===== config.mk =====
export PLATFORM = sky130hd
export DESIGN_NAME = diff_bcd_decoder
export DESIGN_NICKNAME = d
export VERILOG_FILES = /design/src/rtl/diff_bcd_decoder.sv
export SDC_FILE = /design/constraint.sdc
export NUM_CORES = 1
export LEC_CHECK = 0
export BUFFER_PORTS_ARGS = -buffer_cell sky130_fd_sc_hd__buf_2
export CAP_MARGIN = 20
export CORE_ASPECT_RATIO = 2
export CORE_MARGIN = 5
export CORE_UTILIZATION = 40
export DETAILED_ROUTE_END_ITERATION = 8
export GPL_TIMING_DRIVEN = 0
export PLACE_DENSITY = 0.66
export SLEW_MARGIN = 30
export SYNTH_ARGS = -nofsm -noshare
export SYNTH_HDL_FRONTEND = slang
export SYNTH_SLANG_ARGS = --single-unit

===== constraint.sdc =====
create_clock -name clk_i -period 3.9 [get_ports clk_i]
set_clock_uncertainty 0.05 [all_clocks]
set_input_delay 0.195 -clock clk_i [delete_from_list [all_inputs] [get_ports clk_i]]
set_output_delay 0.195 -clock clk_i [all_outputs]
set_load 0.1 [all_outputs]

===== src/rtl/diff_bcd_decoder.sv =====
// Converts the subtractor's signed (width+1)-bit result into sign + magnitude packed BCD
// using one shift-add-3 step per cycle, with valid/ready handshakes on both sides.

module diff_bcd_decoder_chk #(
  parameter int digits = 3
) (
  input logic                  clk_i,
  input logic                  rst_n_i,
  input logic                  active_i,
  input logic [4*digits-1:0]   bcd_i
);

  function automatic logic digits_in_range(input logic [4*digits-1:0] b);
    logic ok;
    ok = 1'b1;
    for (int i = 0; i < digits; i++) begin
      if (b[4*i +: 4] > 4'd9) begin
        ok = 1'b0;
      end
    end
    return ok;
  endfunction

  // Every working digit must remain a legal decimal digit between steps.
  always @(posedge clk_i) begin
    if (rst_n_i && active_i) begin
      assert (digits_in_range(bcd_i));
    end
  end

endmodule

module diff_bcd_decoder #(
  parameter int width  = 8,
  parameter int digits = 3
) (
  input  logic                  clk_i,
  input  logic                  rst_n_i,
  input  logic [width:0]        diff_i,
  input  logic                  valid_i,
  output logic                  ready_o,
  output logic                  sign_o,
  output logic [4*digits-1:0]   bcd_o,
  output logic                  ovf_o,
  output logic                  valid_o,
  input  logic                  ready_i
);

  localparam int BW = 4 * digits;
  localparam int SW = $clog2(width + 2);

  typedef enum logic [1:0] {
    IDLE    = 2'd0,
    CONVERT = 2'd1,
    DONE    = 2'd2
  } state_e;

  state_e          state_q;
  logic [SW-1:0]   step_q;
  logic [width:0]  mag_q;
  logic [BW-1:0]   wbcd_q;
  logic            ovf_q;
  logic            sign_q;
  logic            sign_out_q;
  logic [BW-1:0]   bcd_out_q;
  logic            ovf_out_q;

  logic [BW-1:0]   adj_s;
  logic [BW-1:0]   wbcd_d;
  logic [width:0]  mag_d;
  logic            ovf_d;
  logic [width:0]  mag_in_s;
  logic            last_step_s;

  function automatic logic [BW-1:0] add3_digits(input logic [BW-1:0] b);
    logic [BW-1:0] r;
    r = b;
    for (int i = 0; i < digits; i++) begin
      if (b[4*i +: 4] >= 4'd5) begin
        r[4*i +: 4] = b[4*i +: 4] + 4'd3;
      end else begin
        r[4*i +: 4] = b[4*i +: 4];
      end
    end
    return r;
  endfunction

  // One double-dabble step; a 1 leaving the top digit means the magnitude needs more digits.
  always_comb begin
    adj_s       = add3_digits(wbcd_q);
    wbcd_d      = {adj_s[BW-2:0], mag_q[width]};
    mag_d       = {mag_q[width-1:0], 1'b0};
    ovf_d       = ovf_q | adj_s[BW-1];
    last_step_s = (step_q == SW'(width));
    if (diff_i[width]) begin
      mag_in_s = ~diff_i + {{width{1'b0}}, 1'b1};
    end else begin
      mag_in_s = diff_i;
    end
  end

  // Control FSM together with the working and result registers it loads.
  always_ff @(posedge clk_i or negedge rst_n_i) begin
    if (!rst_n_i) begin
      state_q    <= IDLE;
      step_q     <= '0;
      mag_q      <= '0;
      wbcd_q     <= '0;
      ovf_q      <= 1'b0;
      sign_q     <= 1'b0;
      sign_out_q <= 1'b0;
      bcd_out_q  <= '0;
      ovf_out_q  <= 1'b0;
    end else begin
      case (state_q)
        IDLE: begin
          if (valid_i) begin
            sign_q  <= diff_i[width];
            mag_q   <= mag_in_s;
            wbcd_q  <= '0;
            ovf_q   <= 1'b0;
            step_q  <= '0;
            state_q <= CONVERT;
          end
        end
        CONVERT: begin
          wbcd_q <= wbcd_d;
          mag_q  <= mag_d;
          ovf_q  <= ovf_d;
          if (last_step_s) begin
            sign_out_q <= sign_q;
            bcd_out_q  <= wbcd_d;
            ovf_out_q  <= ovf_d;
            step_q     <= '0;
            state_q    <= DONE;
          end else begin
            step_q <= step_q + SW'(1);
          end
        end
        DONE: begin
          if (ready_i) begin
            state_q <= IDLE;
          end
        end
        default: begin
          state_q <= IDLE;
          step_q  <= '0;
        end
      endcase
    end
  end

  assign ready_o = (state_q == IDLE);
  assign valid_o = (state_q == DONE);
  assign sign_o  = sign_out_q;
  assign bcd_o   = bcd_out_q;
  assign ovf_o   = ovf_out_q;

  diff_bcd_decoder_chk #(.digits(digits)) u_chk (
    .clk_i    (clk_i),
    .rst_n_i  (rst_n_i),
    .active_i (state_q != IDLE),
    .bcd_i    (wbcd_q)
  );

endmodule


**Word level (Yosys, flattened, before mapping)**

Cells that the tools add are included.
Widths: inputs -> output; s select.

- Register bits: 43
- Output and inout port bits: 16
- Input bits: 13

- Bitwise gates (word level): 3
- Reduce and logical (&&, ||, !) cells: 7
- Eq/ne operators: 6
- Multiplexer cells: 17
- $add $sub $neg: 5
- Order comparisons: 3

Operator list:

| operator | count |
|---|---|
| $pmux 12 s2 | 1 |
| $mux 4 | 5 |
| $mux 9 | 2 |
| $pmux 9 s2 | 1 |
| $add 4x2->4 const B | 3 |
| $ge 4x3->1 const B | 3 |
| $mux 12 | 1 |
| $pmux 4 s3 | 1 |
| $add 9x1->9 const B | 1 |
| $not 9->9 | 1 |
| $reduce_and 2->1 | 4 |
| $mux 2 | 3 |
| $pmux 2 s3 | 1 |
| $add 4x1->4 const B | 1 |
| $eq 4x4->1 const B | 1 |
| $ne 2x2->1 const B | 2 |
| $reduce_and 3->1 | 1 |
| $eq 2x1->1 const B | 1 |
| $eq 2x2->1 const B | 1 |
| $logic_not 2->1 | 1 |
| $ne 2x1->1 const B | 1 |
| $pmux 1 s2 | 1 |
| $reduce_bool 2->1 | 1 |
| $mux 1 | 1 |
| other kinds (2) | 2 |

**Longest topological paths before layout**

- Word-level depth: 5
- Mapped depth: 7
- Depth with buffers taken out: 6

**Worst setup path before layout**

No wires, ideal clock.

- Path type: reg-to-reg
- Start point: register state_q[0]
- End point: register mag_q[8]
- Period minus slack after synthesis: 2.588 ns
- Path slack: 1.312 ns
- Stages on the path, launching flop included: 6
- Arrival time: 2.472 ns
- Setup time: 0.066 ns
- Cells stage by stage: dfrtp_1 > buf_6 > nor2_1 > nand2_4 > nor4_2 > a221o_1

- Longest elaborated chain between the ends: 3

RTL lines:

| element | RTL line | RTL |
|---|---|---|
| from (decl) | 58 | `state_e state_q;` |
| from (signal assigned) | 105 | `state_q <= IDLE;` |
| from (signal assigned) | 123 | `state_q <= CONVERT;` |
| from (signal assigned) | 135 | `state_q <= DONE;` |
| $logic_not 2->1 (*) | - |  |
| via ready_o | 41 | `output logic ready_o,` |
| $ne 2x2->1 (no source line) / $reduce_bool 2->1 (equally long branches) | - |  |
| $reduce_and 2->1 (no source line) | - |  |
| to (signal assigned) | 119 | `mag_q <= mag_in_s;` |
| to (signal assigned) | 128 | `mag_q <= mag_d;` |
| to (decl) | 60 | `logic [width:0] mag_q;` |

The timed path passes the listed nets; every way through them passes the cells marked *.
A chain may end at the register's enable or synchronous reset.

**Final worst setup path**

- Start point: register state_q[0]
- End point: output ready_o

- Longest elaborated chain between the ends: 1

RTL lines:

| element | RTL line | RTL |
|---|---|---|
| $logic_not 2->1 | 153 | `assign ready_o = (state_q == IDLE);` |
| to (decl) | 41 |  |

No other way between the ends.

==> results.txt <==
n_diodes: 0
Yosys top cell by area: dfrtp_1
critical path startpoint category: flop
FF-to-FF Start: wbcd_q[4]
Seq/Total Area, Yosys: 48.86%
CP Class: flop to primary output
clk sinks: 43
Via density: 5.402
clk root buf: clkbuf_8
Synth Area in Adders: 5.114%
std cell rows: 38
yosys synthesis warning count: 0
FF+latch area: 0.001076 mm2
die area: 0.007179 mm2
Resize count post-CTS: 0
Hold Crit Class: input port to flop
mean instance size in the synthesized netlist: 10.01 um2
Longest Clk Path Bufs: 2
Simple-Gate Fraction of Synth Area: 16.70%
portion of netlist area occupied by mux cells: 4.034%
CP startpoint: state_q[0]
DR iter-0 viols: 33
grt ovf: 0
first-pass GRT wire length: 7859 um
Worst-path clk slew: 80 ps
CTS tree: done
Slew @ Worst Pin: 547.8 ps
# DRC: 0
setup bufs post-CTS: 0
synthesized cell area: 0.002202 mm2
Worst Hold Launch: ready_i
largest net degree at the start of global routing: 44
Setup violations, final: 0
dpl ws: 2190 ps
Slew HR: 63.48%
unrepaired setup endpoints after global routing: false
status: finished, final reports clean
max_cap viols: 0
Clk Latency, worst-skew pair: 290 ps
Post-Synth XOR/XNOR Area: 3.977%
core area: 0.005373 mm2
largest family of logic cells by synthesized area: compound AO/OA/AOI/OAI gates
area grow syn2layout: 14.66%
crit-path cells: buf_6 -> nor2_1 -> buf_2
Worst EP required: 3650 ps
Tmin final: 1767 ps
flops & latches, synth: 43
setup TNS: 0 ps
Post-Layout Inst Area: 0.002525 mm2
CTS buffer count: 5
ANT nets after route: 0
vias in the first global route: 1,731
synth top area cells: dfrtp_1, o21ai_0, ha_1
Data arrival, critical path: 1520 ps
final slew viol count: 0
DIE WIDTH: 62.47 um
CP endpoint kind: primary output
Critical Path Slowest Stage Cell: buf_2
Synth cell types: 38
critical path's largest stage delay: 480 ps
final worst path period share: 45.32%
CP Max Fanout: 10
gpl congestion: 0.7990
via count: 1,707
I/O Pins: 29
H-tree Lvls: 2
Synth top area share: 48.86%
Nets: 277
Starting Density: 40.99%
final cell utilization of the core: 47.00%
dpl cell area: 0.002412 mm2
Cells after Synth: 220
All-Layer GR Usage: 13.41%
Hold Buf Count CTS: 0
routed length per instance: 14.37 um
HPWL after DPL: 3472 um
final hold violation count: 0
Pre-antenna DRT Iters: 6
fillers: 525
fmax: 565.8 MHz
Net Count, Synth: 242
port bufs: 27
layout cells sized above 1: 23.05%
final worst slack: 2133 ps
Die H: 114.9 um
post-synthesis compound-gate area fraction: 16.82%
initial antenna violation count: 0
final wirelength: 4541 um
Multi-input gate area: 0.001027 mm2
## final cells by class
| cell class | count | area share, % |
|---|---|---|
| buffer | 8 | 2.131 |
| inverter | 12 | 1.784 |
| clock buffer | 8 | 3.964 |
| timing repair buffer | 28 | 5.847 |
| sequential | 43 | 42.62 |
| tap | 60 | 2.973 |
| multi-input combinational | 157 | 40.68 |
## per-layer routing
| metal | up-vias | global-route usage (%) | part of all wire, % |
|---|---|---|---|
| met5 | - | 0 | 0 |
| met4 | 0 | 7.082 | 3.2 |
| met3 | 10 | 2.053 | 3.2 |
| met2 | 34 | 24.93 | 55 |
| met1 | 829 | 14.28 | 38 |
| li1 | 834 | - | - |
## flip-flops by register name, summed over array words and instances, names as in the netlist
signal,cells
bcd_o,12
wbcd_q,12
mag_q,9
step_q,4
state_q,2
ovf_o,1
ovf_q,1
sign_o,1
sign_q,1
## synth_stat cells
cell      count
nand2_4       1
a21oi_1      10
nand2b_2      1
inv_1        12
mux2_2        7
nand3b_1      1
ha_1          9
or4_4         1
xnor2_1       4
nor3b_1       4
nor2_2        1
o41ai_1       2
nor2_1        7
clkbuf_1      1
buf_4         1
xor2_1        6
a31oi_1       3
mux2i_1       1
a22oi_1       6
nor2b_1       3
or3b_2        3
nand2b_1      7
o31ai_1       1
nand3_1       2
a22o_1        4
dfrtp_1      43
nor4_2        1
and2b_4       1
buf_6         2
nor3_1        4
o21ai_2       1
o21ai_0      34
or3_4         1
a221o_1       1
nand2_1      28
buf_2         4
and3b_1       1
o21bai_1      1
## cell usage in the layout (no fill, tap or decap), drive strengths merged, types with 3 or more instances in the layout
master	instances
dfrtp	43
o21ai	35
buf	34
nand2	29
inv	12
a21oi	10
ha	9
clkbuf	9
nor2	8
nand2b	8
mux2	7
xor2	6
a22oi	6
nor3	4
nor3b	4
xnor2	4
a22o	4
nor2b	3
or3b	3
a31oi	3
## critical path: cells and delay by family (launching register included)
kind                   cells  cell delay (ps)
DFF                        1              400
and+or+nand+nor            1              200
buffers and inverters      2              630
## metrics by stage
step / instances / hold WS, ps
floorplan: 220 / -150.6
global placement: 307 / 337.7
detailed placement: 307 / 341.3
CTS: 315 / 24.40
global route: 316 / 21.96
finish: 316 / 32.22
## path summary, 6_finish.rpt
check | endpoint | slack (ps) | cells past startpoint
setup reg to reg | wbcd_q[6] | 2170 | 6
max in group asynchronous | wbcd_q[10] | 3030 | 2
hold reg to reg | sign_o | 430 | 2
hold / removal | state_q[1] | 30 | 2
setup / recovery | ready_o | 2130 | 3
min in group asynchronous | sign_q | 390 | 2
## cells by family (layout without fill, tap and decap cells)
kind of cell               after synthesis  count (layout)
muxes                                    8               8
and+or+nand+nor                         67              67
DFF                                     43              43
adders and majority gates                9               9
xor gates and xnor gates                10              10
AOI/OAI and AO/OA                       63              63
buffers and inverters                   20              56
Power is left out: the tool's default activity adds up to more than one toggle a clock period on the data nets, which glitch-free logic cannot reach.
